===== src/rtl/adc_stim_sched_if.sv =====
// AXI-Stream style output bundle of the ADC stimulus scheduler.
// The master drives data/valid/last, and the slave returns ready.
interface adc_stim_sched_if #(
  parameter int DATA_WIDTH = 16
);
  logic [DATA_WIDTH-1:0] tdata;
  logic                  tvalid;
  logic                  tready;
  logic                  tlast;

  modport master (
    output tdata,
    output tvalid,
    output tlast,
    input  tready
  );

  modport slave (
    input  tdata,
    input  tvalid,
    input  tlast,
    output tready
  );
endinterface


===== src/rtl/adc_stim_sched.sv =====
// ADC sample scheduler: a FWFT FIFO drained in bursts of burst_len beats
// separated by gap_len idle cycles, with start/stop control and traffic stats.
module adc_stim_sched #(
  parameter int DATA_WIDTH = 16,
  parameter int FIFO_DEPTH = 64,
  parameter int CNT_WIDTH  = 16
) (
  input  logic                          clk,
  input  logic                          rst_n,
  input  logic [DATA_WIDTH-1:0]         in_data,
  input  logic                          in_val,
  input  logic                          start,
  input  logic                          stop,
  input  logic [CNT_WIDTH-1:0]          burst_len,
  input  logic [CNT_WIDTH-1:0]          gap_len,
  adc_stim_sched_if.master              m,
  output logic                          busy,
  output logic                          overflow,
  output logic [15:0]                   underrun_cnt,
  output logic [31:0]                   beat_cnt,
  output logic [$clog2(FIFO_DEPTH):0]   fifo_level
);

  localparam int AW = $clog2(FIFO_DEPTH);
  localparam logic [AW:0] DEPTH = (AW+1)'(FIFO_DEPTH);
  localparam logic [CNT_WIDTH-1:0] ONE = CNT_WIDTH'(1);

  typedef enum logic [1:0] {
    IDLE,
    BURST,
    GAP
  } state_t;

  state_t state, state_nx;

  logic [DATA_WIDTH-1:0] mem [FIFO_DEPTH];
  logic [AW-1:0]         wr_ptr, rd_ptr;
  logic [AW:0]           level;
  logic [CNT_WIDTH-1:0]  blen_q, glen_q;
  logic [CNT_WIDTH-1:0]  bcnt, gcnt;
  logic                  stop_pend, stop_any;
  logic                  full, empty;
  logic                  push, pop, drop;
  logic                  go, last, gap_end;

  assign full     = (level == DEPTH);
  assign empty    = (level == '0);
  assign pop      = m.tvalid & m.tready;
  assign push     = in_val & (~full | pop);
  assign drop     = in_val & full & ~pop;
  assign go       = (state == IDLE) & start & ~stop;
  assign stop_any = stop_pend | stop;
  assign last     = (bcnt == blen_q - ONE);
  assign gap_end  = (gcnt == glen_q - ONE);

  assign m.tdata    = mem[rd_ptr];
  assign busy       = (state != IDLE);
  assign fifo_level = level;

  always_comb begin
    state_nx = state;
    m.tvalid = 1'b0;
    m.tlast  = 1'b0;
    unique case (state)
      IDLE: begin
        if (go) state_nx = BURST;
      end
      BURST: begin
        m.tvalid = ~empty;
        m.tlast  = ~empty & last;
        // A burst only ends on its last handshake, never mid-burst
        if (pop && last) begin
          if (stop_any)          state_nx = IDLE;
          else if (glen_q != '0) state_nx = GAP;
          else                   state_nx = BURST;
        end
      end
      GAP: begin
        if (gap_end) state_nx = stop_any ? IDLE : BURST;
      end
      default: state_nx = IDLE;
    endcase
  end

  always_ff @(posedge clk) begin
    if (push) mem[wr_ptr] <= in_data;
  end

  always_ff @(posedge clk or negedge rst_n) begin
    if (!rst_n) begin
      wr_ptr <= '0;
      rd_ptr <= '0;
      level  <= '0;
    end else begin
      if (push) wr_ptr <= wr_ptr + 1'b1;
      if (pop)  rd_ptr <= rd_ptr + 1'b1;
      unique case ({push, pop})
        2'b10:   level <= level + 1'b1;
        2'b01:   level <= level - 1'b1;
        default: level <= level;
      endcase
    end
  end

  always_ff @(posedge clk or negedge rst_n) begin
    if (!rst_n) begin
      state     <= IDLE;
      blen_q    <= ONE;
      glen_q    <= '0;
      bcnt      <= '0;
      gcnt      <= '0;
      stop_pend <= 1'b0;
    end else begin
      state <= state_nx;
      if (go) begin
        blen_q <= (burst_len == '0) ? ONE : burst_len;
        glen_q <= gap_len;
      end
      if (go)       bcnt <= '0;
      else if (pop) bcnt <= last ? '0 : bcnt + ONE;
      gcnt <= (state == GAP) ? gcnt + ONE : '0;
      if (state_nx == IDLE) stop_pend <= 1'b0;
      else if (stop)        stop_pend <= 1'b1;
    end
  end

  always_ff @(posedge clk or negedge rst_n) begin
    if (!rst_n) begin
      overflow     <= 1'b0;
      underrun_cnt <= '0;
      beat_cnt     <= '0;
    end else begin
      // A drop in the start cycle still counts against the new run
      if (drop)    overflow <= 1'b1;
      else if (go) overflow <= 1'b0;
      if (go)
        underrun_cnt <= '0;
      else if (state == BURST && empty && underrun_cnt != 16'hFFFF)
        underrun_cnt <= underrun_cnt + 16'd1;
      if (go)       beat_cnt <= '0;
      else if (pop) beat_cnt <= beat_cnt + 32'd1;
    end
  end

endmodule


===== src/flat_wrapper.sv =====
// flat-port wrapper written by rule: the top's interface ports become plain ports
module adc_stim_sched_flat 
#(
  parameter int DATA_WIDTH = 16,
  parameter int FIFO_DEPTH = 64,
  parameter int CNT_WIDTH  = 16
)
  (clk, rst_n, in_data, in_val, start, stop, burst_len, gap_len, busy, overflow, underrun_cnt, beat_cnt, fifo_level, m_tdata, m_tvalid, m_tlast, m_tready);
  adc_stim_sched_if #(.DATA_WIDTH(DATA_WIDTH)) m_i ();
  input  logic clk;
  input  logic rst_n;
  input  logic [DATA_WIDTH-1:0] in_data;
  input  logic in_val;
  input  logic start;
  input  logic stop;
  input  logic [CNT_WIDTH-1:0] burst_len;
  input  logic [CNT_WIDTH-1:0] gap_len;
  output logic busy;
  output logic overflow;
  output logic [15:0] underrun_cnt;
  output logic [31:0] beat_cnt;
  output logic [$clog2(FIFO_DEPTH):0] fifo_level;
  output wire logic [$bits(m_i.tdata)-1:0] m_tdata;
  output wire logic [$bits(m_i.tvalid)-1:0] m_tvalid;
  output wire logic [$bits(m_i.tlast)-1:0] m_tlast;
  input wire logic [$bits(m_i.tready)-1:0] m_tready;
  assign m_tdata = m_i.tdata;
  assign m_tvalid = m_i.tvalid;
  assign m_tlast = m_i.tlast;
  assign m_i.tready = m_tready;
  adc_stim_sched #(.DATA_WIDTH(DATA_WIDTH), .FIFO_DEPTH(FIFO_DEPTH), .CNT_WIDTH(CNT_WIDTH)) u_core (.clk(clk), .rst_n(rst_n), .in_data(in_data), .in_val(in_val), .start(start), .stop(stop), .burst_len(burst_len), .gap_len(gap_len), .m(m_i), .busy(busy), .overflow(overflow), .underrun_cnt(underrun_cnt), .beat_cnt(beat_cnt), .fifo_level(fifo_level));
endmodule

===== config.mk =====
export PLATFORM = sky130hd
export DESIGN_NAME = adc_stim_sched_flat
export DESIGN_NICKNAME = d
export VERILOG_FILES = /design/src/rtl/adc_stim_sched_if.sv /design/src/rtl/adc_stim_sched.sv /design/src/flat_wrapper.sv
export SDC_FILE = /design/constraint.sdc
export NUM_CORES = 1
export LEC_CHECK = 0
export BUFFER_PORTS_ARGS = -buffer_cell sky130_fd_sc_hd__buf_2
export CORE_MARGIN = 2
export CORE_UTILIZATION = 30
export CTS_CLUSTER_DIAMETER = 200
export DETAILED_ROUTE_END_ITERATION = 7
export PLACE_DENSITY_LB_ADDON = 0.05
export SLEW_MARGIN = 20
export SYNTH_ARGS = -nofsm -noshare
export SYNTH_HDL_FRONTEND = slang
export SYNTH_SLANG_ARGS = --single-unit

===== constraint.sdc =====
create_clock -name clk -period 4.1 [get_ports clk]
set_input_delay 0.82 -clock clk [delete_from_list [all_inputs] [get_ports clk]]
set_output_delay 0.82 -clock clk [all_outputs]
set_load 0.05 [all_outputs]

==> results.yml, run 1 <==
status:
  run_status: "finished with violations"
  failed_checks: "setup timing"
cells_and_area:
  final_common_cell: "edfxtp_1"
  fillers: 14500
  drive_gt1_share_pct: 29.0
  syn2layout_area_growth_pct: 22.8
  post-route-util_pct: 37.1
  layout.nets: 3257
  fin_cells: 5348
  final_cell_mix: "edfxtp_1 (1024), buf_4 (197), mux2i_1 (191)"
floorplan:
  coreArea_mm2: 0.156
  die_y_um: 400
  dieArea_mm2: 0.160
  start_util_pct: 30.2
  core.rowCount: 145
  die_x_um: 400
  num_io_pins: 129
timing:
  fmax_ghz: 0.227
  setup_viol: 16
  fin_setup_tns_ns: -4.02
  layout_setup_ws_ns: -0.305
  clock_skew_ns: 0.0352
  slew_headroom_pct: 28.5
  fin_crit_sh_pct: 107
  worst_pin_slew_ns: 1.07
  rsz0062_at_grt: "yes"
  hold_viol: 0
  final_max_slew_viol_count: 0
  min_period_ns: 4.40
grt:
  met2_usage_pct: 28.2
  grt_pass1_wl_mm: 203
  grt_use_met1_pct: 24.7
  grt_max_degree: 65
  grt-busiest-layer: "met2"
  grt_use_total_pct: 17.5
  grt_pass1_vias: 27100
  met3_usage_pct: 2.91
  overflow: 0
  antenna_found_initial: 7
synth:
  synthArstFlopShare_pct: 11.6
  syn-num-nets: 2875
  synth_edf_count: 1024
  synth_cell_types: 72
  synth_warnings: 0
  synth_seq_cells: 1159
  ys_seq_area_share_pct: 72.4
  postSynthCellCount: 2806
  synthFlopType: "edfxtp_1"
  syn_area_mm2: 0.0471
  syn_area_per_cell_um2: 16.8
pwr:
  p_clk_share_pct: 28.0
  leakagePower_uw: 0.0198
  power-per-cell-area_mw_per_mm2: 727
  max-vdd-ir-drop_mv: 1.14
  power_frac_seq_pct: 33.3
  p_sw_uw: 15000
  switching_share_pct: 35.6
  p_int_uw: 27100
  combPwrFrac_pct: 38.7
route:
  drtPass1Iterations: 5
  vias: 26900
  drcViolationCount: 0
  vias_per_cell: 5.02
  drt_wl_total_mm: 144
  routedWlPerCell_um: 26.8
  antenna_left: 0
  drt_iter0_drc: 1884
clock_network:
  cts_tree: "built"
  h-tree-depth: 4
  numCtsBuffers: 140
  cts_root_buf: "clkbuf_16"
  numClockSinks: 1159
  insertion_delay_ns: 0.76
  clk_pin_slew_ns: 0.06
  clockBufferDepth: 3
worst_setup_path:
  required_ns: 3.28
  cp-end-kind: "primary output"
  crit_path_start_kind: "flop"
  path_class: "reg -> out"
  cp.arrival_ns: 3.58
  crit_fanout: 6
  reg2reg_depth: 14
placement:
  dp.cells: 5012
  pre_cts_ws_ns: 0.00222
  numPortBuffers: 128
  post-dp-hpwl_mm: 87.5
  gp_congestion: 0.772
run:
  cap_viol_max_count: 0
worst_hold_path:
  hp-class: "in -> async"
## stage by stage
stage	instance area, um2	power (uW)	hold slack, ns
4_1_cts	56600	41200	0.0365
6_report	57800	42100	0.0784
3_3_place_gp	51700	28500	0.481
3_5_place_dp	51700	28500	0.493
2_1_floorplan	47100	21900	0.459
5_1_grt	57800	43800	0.0677
## layout make-up
cell class | instances | area, um2 | share of cell area, %
flip-flops and latches | 1159 | 34100 | 59.0
multi-input cells | 1466 | 12900 | 22.2
repair buffers | 392 | 3810 | 6.59
clock buffers | 182 | 3760 | 6.51
well taps | 2058 | 2570 | 4.45
clock inverters | 58 | 572 | 0.988
inverters | 29 | 109 | 0.188
diodes | 4 | 10.0 | 0.0173
## power by group through the flow
stage	Combinational (uW)	Sequential (uW)	Clock, uW
detailed placement	14200	14200	0
floorplan	7560	14400	0
global placement	14200	14200	0
global route	17200	14100	12600
finish	16300	14000	11800
CTS	15000	14000	12200
## registers in the layout, summed over array words and instances, names as in the netlist
signal and flops:
u_core.fifo_level 7, u_core.rd_ptr 6, u_core.stop_pend 1, u_core.mem 1024, u_core.beat_cnt 32, u_core.overflow 1
u_core.blen_q 16, u_core.gcnt 16, u_core.bcnt 16, u_core.glen_q 16, u_core.wr_ptr 6, u_core.underrun_cnt 16
u_core.state 2
## timing repair
action,CTS,global route
pin swaps,7,23
cloned,5,9
hold buffers,0,0
setup endpoints to repair,17,18
gates resized for setup,87,120
setup buffers,14,64
## Yosys cell counts, drive strengths merged (2+ instances only)
| cell | instances | area [um2] |
|---|---|---|
| mux2i | 194 | 1940 |
| or4b | 2 | 23.8 |
| nand2 | 140 | 526 |
| nand2b | 5 | 31.3 |
| o31ai | 3 | 22.5 |
| edfxtp | 1024 | 30700 |
| dfrtp | 134 | 3350 |
| nor4 | 18 | 119 |
| o2111ai | 2 | 17.5 |
| nor3 | 35 | 180 |
| xnor2 | 49 | 429 |
| inv | 29 | 109 |
| or3 | 18 | 113 |
| a211oi | 2 | 15.0 |
| o21a | 3 | 22.5 |
| mux4 | 144 | 3240 |
| buf | 44 | 191 |
| nor3b | 2 | 15.0 |
| o21ai | 103 | 515 |
| o211ai | 6 | 50.1 |
| clkbuf | 108 | 405 |
| mux2 | 92 | 1040 |
| xor2 | 62 | 543 |
| and4 | 10 | 87.6 |
| nand4b | 3 | 26.3 |
| o22ai | 65 | 407 |
| nor2 | 149 | 559 |
| ha | 14 | 175 |
| nand3b | 8 | 60.1 |
| and2 | 11 | 70.1 |
| or2 | 4 | 25.0 |
| nand4 | 20 | 131 |
| and3 | 11 | 68.8 |
| nor4b | 3 | 26.3 |
| o221ai | 65 | 569 |
| or3b | 3 | 26.3 |
| nand3 | 37 | 185 |
| a31oi | 2 | 12.5 |
| or4 | 5 | 41.3 |
| a21oi | 152 | 761 |
| nor2b | 5 | 31.3 |
## per-layer routing
layer | up-vias | wire, um
li1 | 11900 | -
met1 | 14200 | 66800
met2 | 596 | 67600
met3 | 183 | 6250
met4 | 4 | 2860
met5 | - | 20
## final timing paths
check / startpoint / to / slack, ns
max in group asynchronous: rst_n / u_core.beat_cnt[26]$_DFFE_PN0P_ / 3.20
min: rst_n / u_core.underrun_cnt[0]$_DFFE_PN0P_ / 0.08
min reg2reg: u_core.wr_ptr[2]$_DFFE_PN0P_ / u_core.wr_ptr[2]$_DFFE_PN0P_ / 0.50
max reg2reg: u_core.fifo_level[1]$_DFFE_PN0P_ / u_core.fifo_level[6]$_DFFE_PN0P_ / 0.46
min in group clk: gap_len[7] / u_core.glen_q[7]$_DFFE_PN0P_ / 0.31
max: u_core.rd_ptr[0]$_DFFE_PN0P_ / m_tdata[4] / -0.30
## critical path: stages, from the launching register on
cell and delay [ns]:
dfrtp_4 0.51, buf_8 0.17, buf_12 0.15, buf_4 0.15, buf_8 0.12, mux2_2 0.27
a21oi_2 0.18, o21ai_2 0.09, o22ai_2 0.13, a21oi_2 0.06, buf_4 0.19, mux4_2 0.59
buf_12 0.20
## kinds of logic after synthesis
logic type,after synthesis,synth area share [%]
compound gates,417,5.35
xor+xnor,111,2.06
fa+ha+maj,15,0.414
buf+inv,181,1.50
flops,1159,72.4
mux,430,13.2
simple gates,493,5.05
(Power assumes the default switching activity.)
==> run 2, diff against run 1 <==
==> constraint.sdc (replaced) <==
create_clock -name clk -period 4.1 [get_ports clk]
set_input_delay 0.41 -clock clk [delete_from_list [all_inputs] [get_ports clk]]
set_output_delay 0.41 -clock clk [all_outputs]
set_load 0.05 [all_outputs]
==> results.yml, run 2 (synthesis results as in run 1) <==
worst_hold_path:
  hp-class: "in -> reg"
  hp-start: "in_data[6]"
  hold_depth: 1
  whs_endpoint: "u_core.mem[52][6]$_DFFE_PP_"
cells_and_area:
  regArea_mm2: 0.0341
  layout.nets: 3204
  final_common_cell: "edfxtp_1"
  reg_top3: "u_core.mem x1024, u_core.beat_cnt x32"
  drive_gt1_share_pct: 24.6
  fin_cells: 5311
  syn2layout_area_growth_pct: 20.1
  fillers: 14800
  largest_reg_flops: 1024
  regMostFlops: "u_core.mem"
  final_cell_mix: "edfxtp_1 (1024), mux2i_1 (192), clkbuf_16 (145)"
  finalInstanceArea_mm2: 0.0566
  multi_input_area_mm2: 0.0124
route:
  wl_met1_mm: 65.4
  routed.top_layer: "met4"
  vias_per_cell: 4.96
  met3_length_mm: 5.19
  drt_iter0_drc: 1870
  drtPass1Iterations: 5
  wl_met2_mm: 67.2
  drcViolationCount: 0
  routedWlPerCell_um: 26.4
  vias: 26300
  drt_wl_total_mm: 140
  antenna_left: 0
timing:
  rsz0062_at_grt: "yes"
  clock_skew_ns: 0.0272
  fin_crit_sh_pct: 98.0
  worst_pin_slew_ns: 0.990
  slew_headroom_pct: 34.0
  fmax_ghz: 0.249
  setup_viol: 0
  min_period_ns: 4.02
  hold_viol: 0
  final_max_slew_viol_count: 0
grt:
  grt_max_degree: 71
  grt_pass1_vias: 27300
  grt_pass1_wl_mm: 200
  grt_use_total_pct: 17.2
  antenna_found_initial: 2
  overflow: 0
worst_setup_path:
  critPathBufInv: 4
  r2r-end: "u_core.fifo_level[6]$_DFFE_PN0P_"
  r2r_start: "u_core.fifo_level[0]$_DFFE_PN0P_"
  reg2reg_depth: 14
  cp-end-kind: "primary output"
  crit_fanout: 14
  crit_slowest_cell: "a21oi_1"
  rrSetupSlack_ns: 0.49
  path_class: "reg -> out"
  cp_common_cell: "buf_12"
  required_ns: 3.69
  crit_family: "compound AO/OA/AOI/OAI gates"
  crit_path_start_kind: "flop"
  cp.arrival_ns: 3.61
  cp_cell_sequence: "buf_12 -> buf_12 -> clkbuf_16 -> mux2i_1 -> o21ai_0 -> o22ai_1 -> a21oi_1 -> mux4_2 -> buf_12"
  slowest_delay_ns: 0.57
clock_network:
  clockBufferDepth: 3
  cts_tree: "built"
  numClockSinks: 1159
  h-tree-depth: 4
  numCtsBuffers: 140
  cts_root_buf: "clkbuf_16"
  clk_pin_slew_ns: 0.06
  insertion_delay_ns: 0.76
floorplan:
  die_y_um: 400
  num_io_pins: 129
  start_util_pct: 30.2
  core.rowCount: 145
  coreArea_mm2: 0.156
  dieArea_mm2: 0.160
  die_x_um: 400
placement:
  gp_congestion: 0.770
  dp.cells: 5004
  post-dp-hpwl_mm: 84.2
  numPortBuffers: 128
  place_area_mm2: 0.0514
pwr:
  power-per-cell-area_mw_per_mm2: 708
  leakagePower_uw: 0.0193
  total_power_uw: 40100
  max-vdd-ir-drop_mv: 1.15
run:
  cap_viol_max_count: 0
status:
  run_status: "completed"
==> run 2: cell count changes in the layout (fill, tap and decap cells not counted), sizes merged <==
cell         change
buf             -83
dlygate4sd3     +35
bufinv           -1
clkinvlp         +1
clkbuf           -8
bufbuf           -1
clkinv          +16
inv              +4
==> run 2: cell type report <==
cell class	instances	share of cell area (%)
flip-flops and latches	1159	60.3
multi-input cells	1466	22.0
clock buffers	178	6.49
repair buffers	339	5.20
well taps	2058	4.55
clock inverters	78	1.29
inverters	29	0.192
diodes	4	0.0177
==> run 2: timing repair <==
action                                  4_1_cts  5_1_grt
gates resized for setup                      26       20
cloned                                        0        5
endpoints found under the setup margin       17       16
setup buffers                                 4        3
hold buffers                                 35        0
endpoints found under the hold margin        99        0
pin swaps                                     0        0
==> run 2: per-layer routing <==
| metal | vias up | global-route usage, % |
|---|---|---|
| li1 | 11800 | - |
| met1 | 13900 | 23.8 |
| met2 | 505 | 28.3 |
| met3 | 161 | 2.87 |
| met4 | 0 | 4.11 |
| met5 | - | 0 |
==> run 2: worst register-to-register path, delay by kind of cell (launching register included) <==
family                     cells  cell delay (ns)
and+or+nand+nor                6             1.45
adders and majority gates      2             0.72
AOI/OAI and AO/OA              3             0.50
DFF                            1             0.44
buffers and inverters          2             0.26
xor gates and xnor gates       1             0.15
==> run 2: how the worst max path moves through the flow <==
| stage | startpoint | slack, ns | end | cells after the start |
|---|---|---|---|---|
| after floorplan | u_core.fifo_level[1]$_DFFE_PN0P_ | 0.32 | u_core.fifo_level[6]$_DFFE_PN0P_ | 16 |
| after global placement | u_core.rd_ptr[0]$_DFFE_PN0P_ | 0.33 | m_tdata[8] | 8 |
| after detailed placement | u_core.rd_ptr[0]$_DFFE_PN0P_ | 0.38 | m_tdata[8] | 8 |
| after CTS | u_core.rd_ptr[0]$_DFFE_PN0P_ | 0.0006 | m_tdata[7] | 8 |
| after global routing | u_core.blen_q[1]$_DFFE_PN0P_ | -0.04 | m_tlast | 9 |
| final | u_core.rd_ptr[0]$_DFFE_PN0P_ | 0.08 | m_tdata[11] | 9 |
==> run 2: metrics by stage <==
stage	setup TNS [ns]	hold slack, ns	setup slack [ns]	utilization (%)
after detailed placement	0	0.488	0.376	33.0
final	0	0.133	0.0810	36.3
after CTS	0	0.0849	0.000591	36.1
after global placement	0	0.476	0.325	33.0
after global routing	-0.0443	0.122	-0.0413	36.3
after floorplan	0	0.114	0.317	-
==> run 2: power breakdown <==
group | internal (uW) | switching [uW]
combinational | 5490 | 8710
sequential | 13500 | 548
clock | 6800 | 5060
total | 25800 | 14300
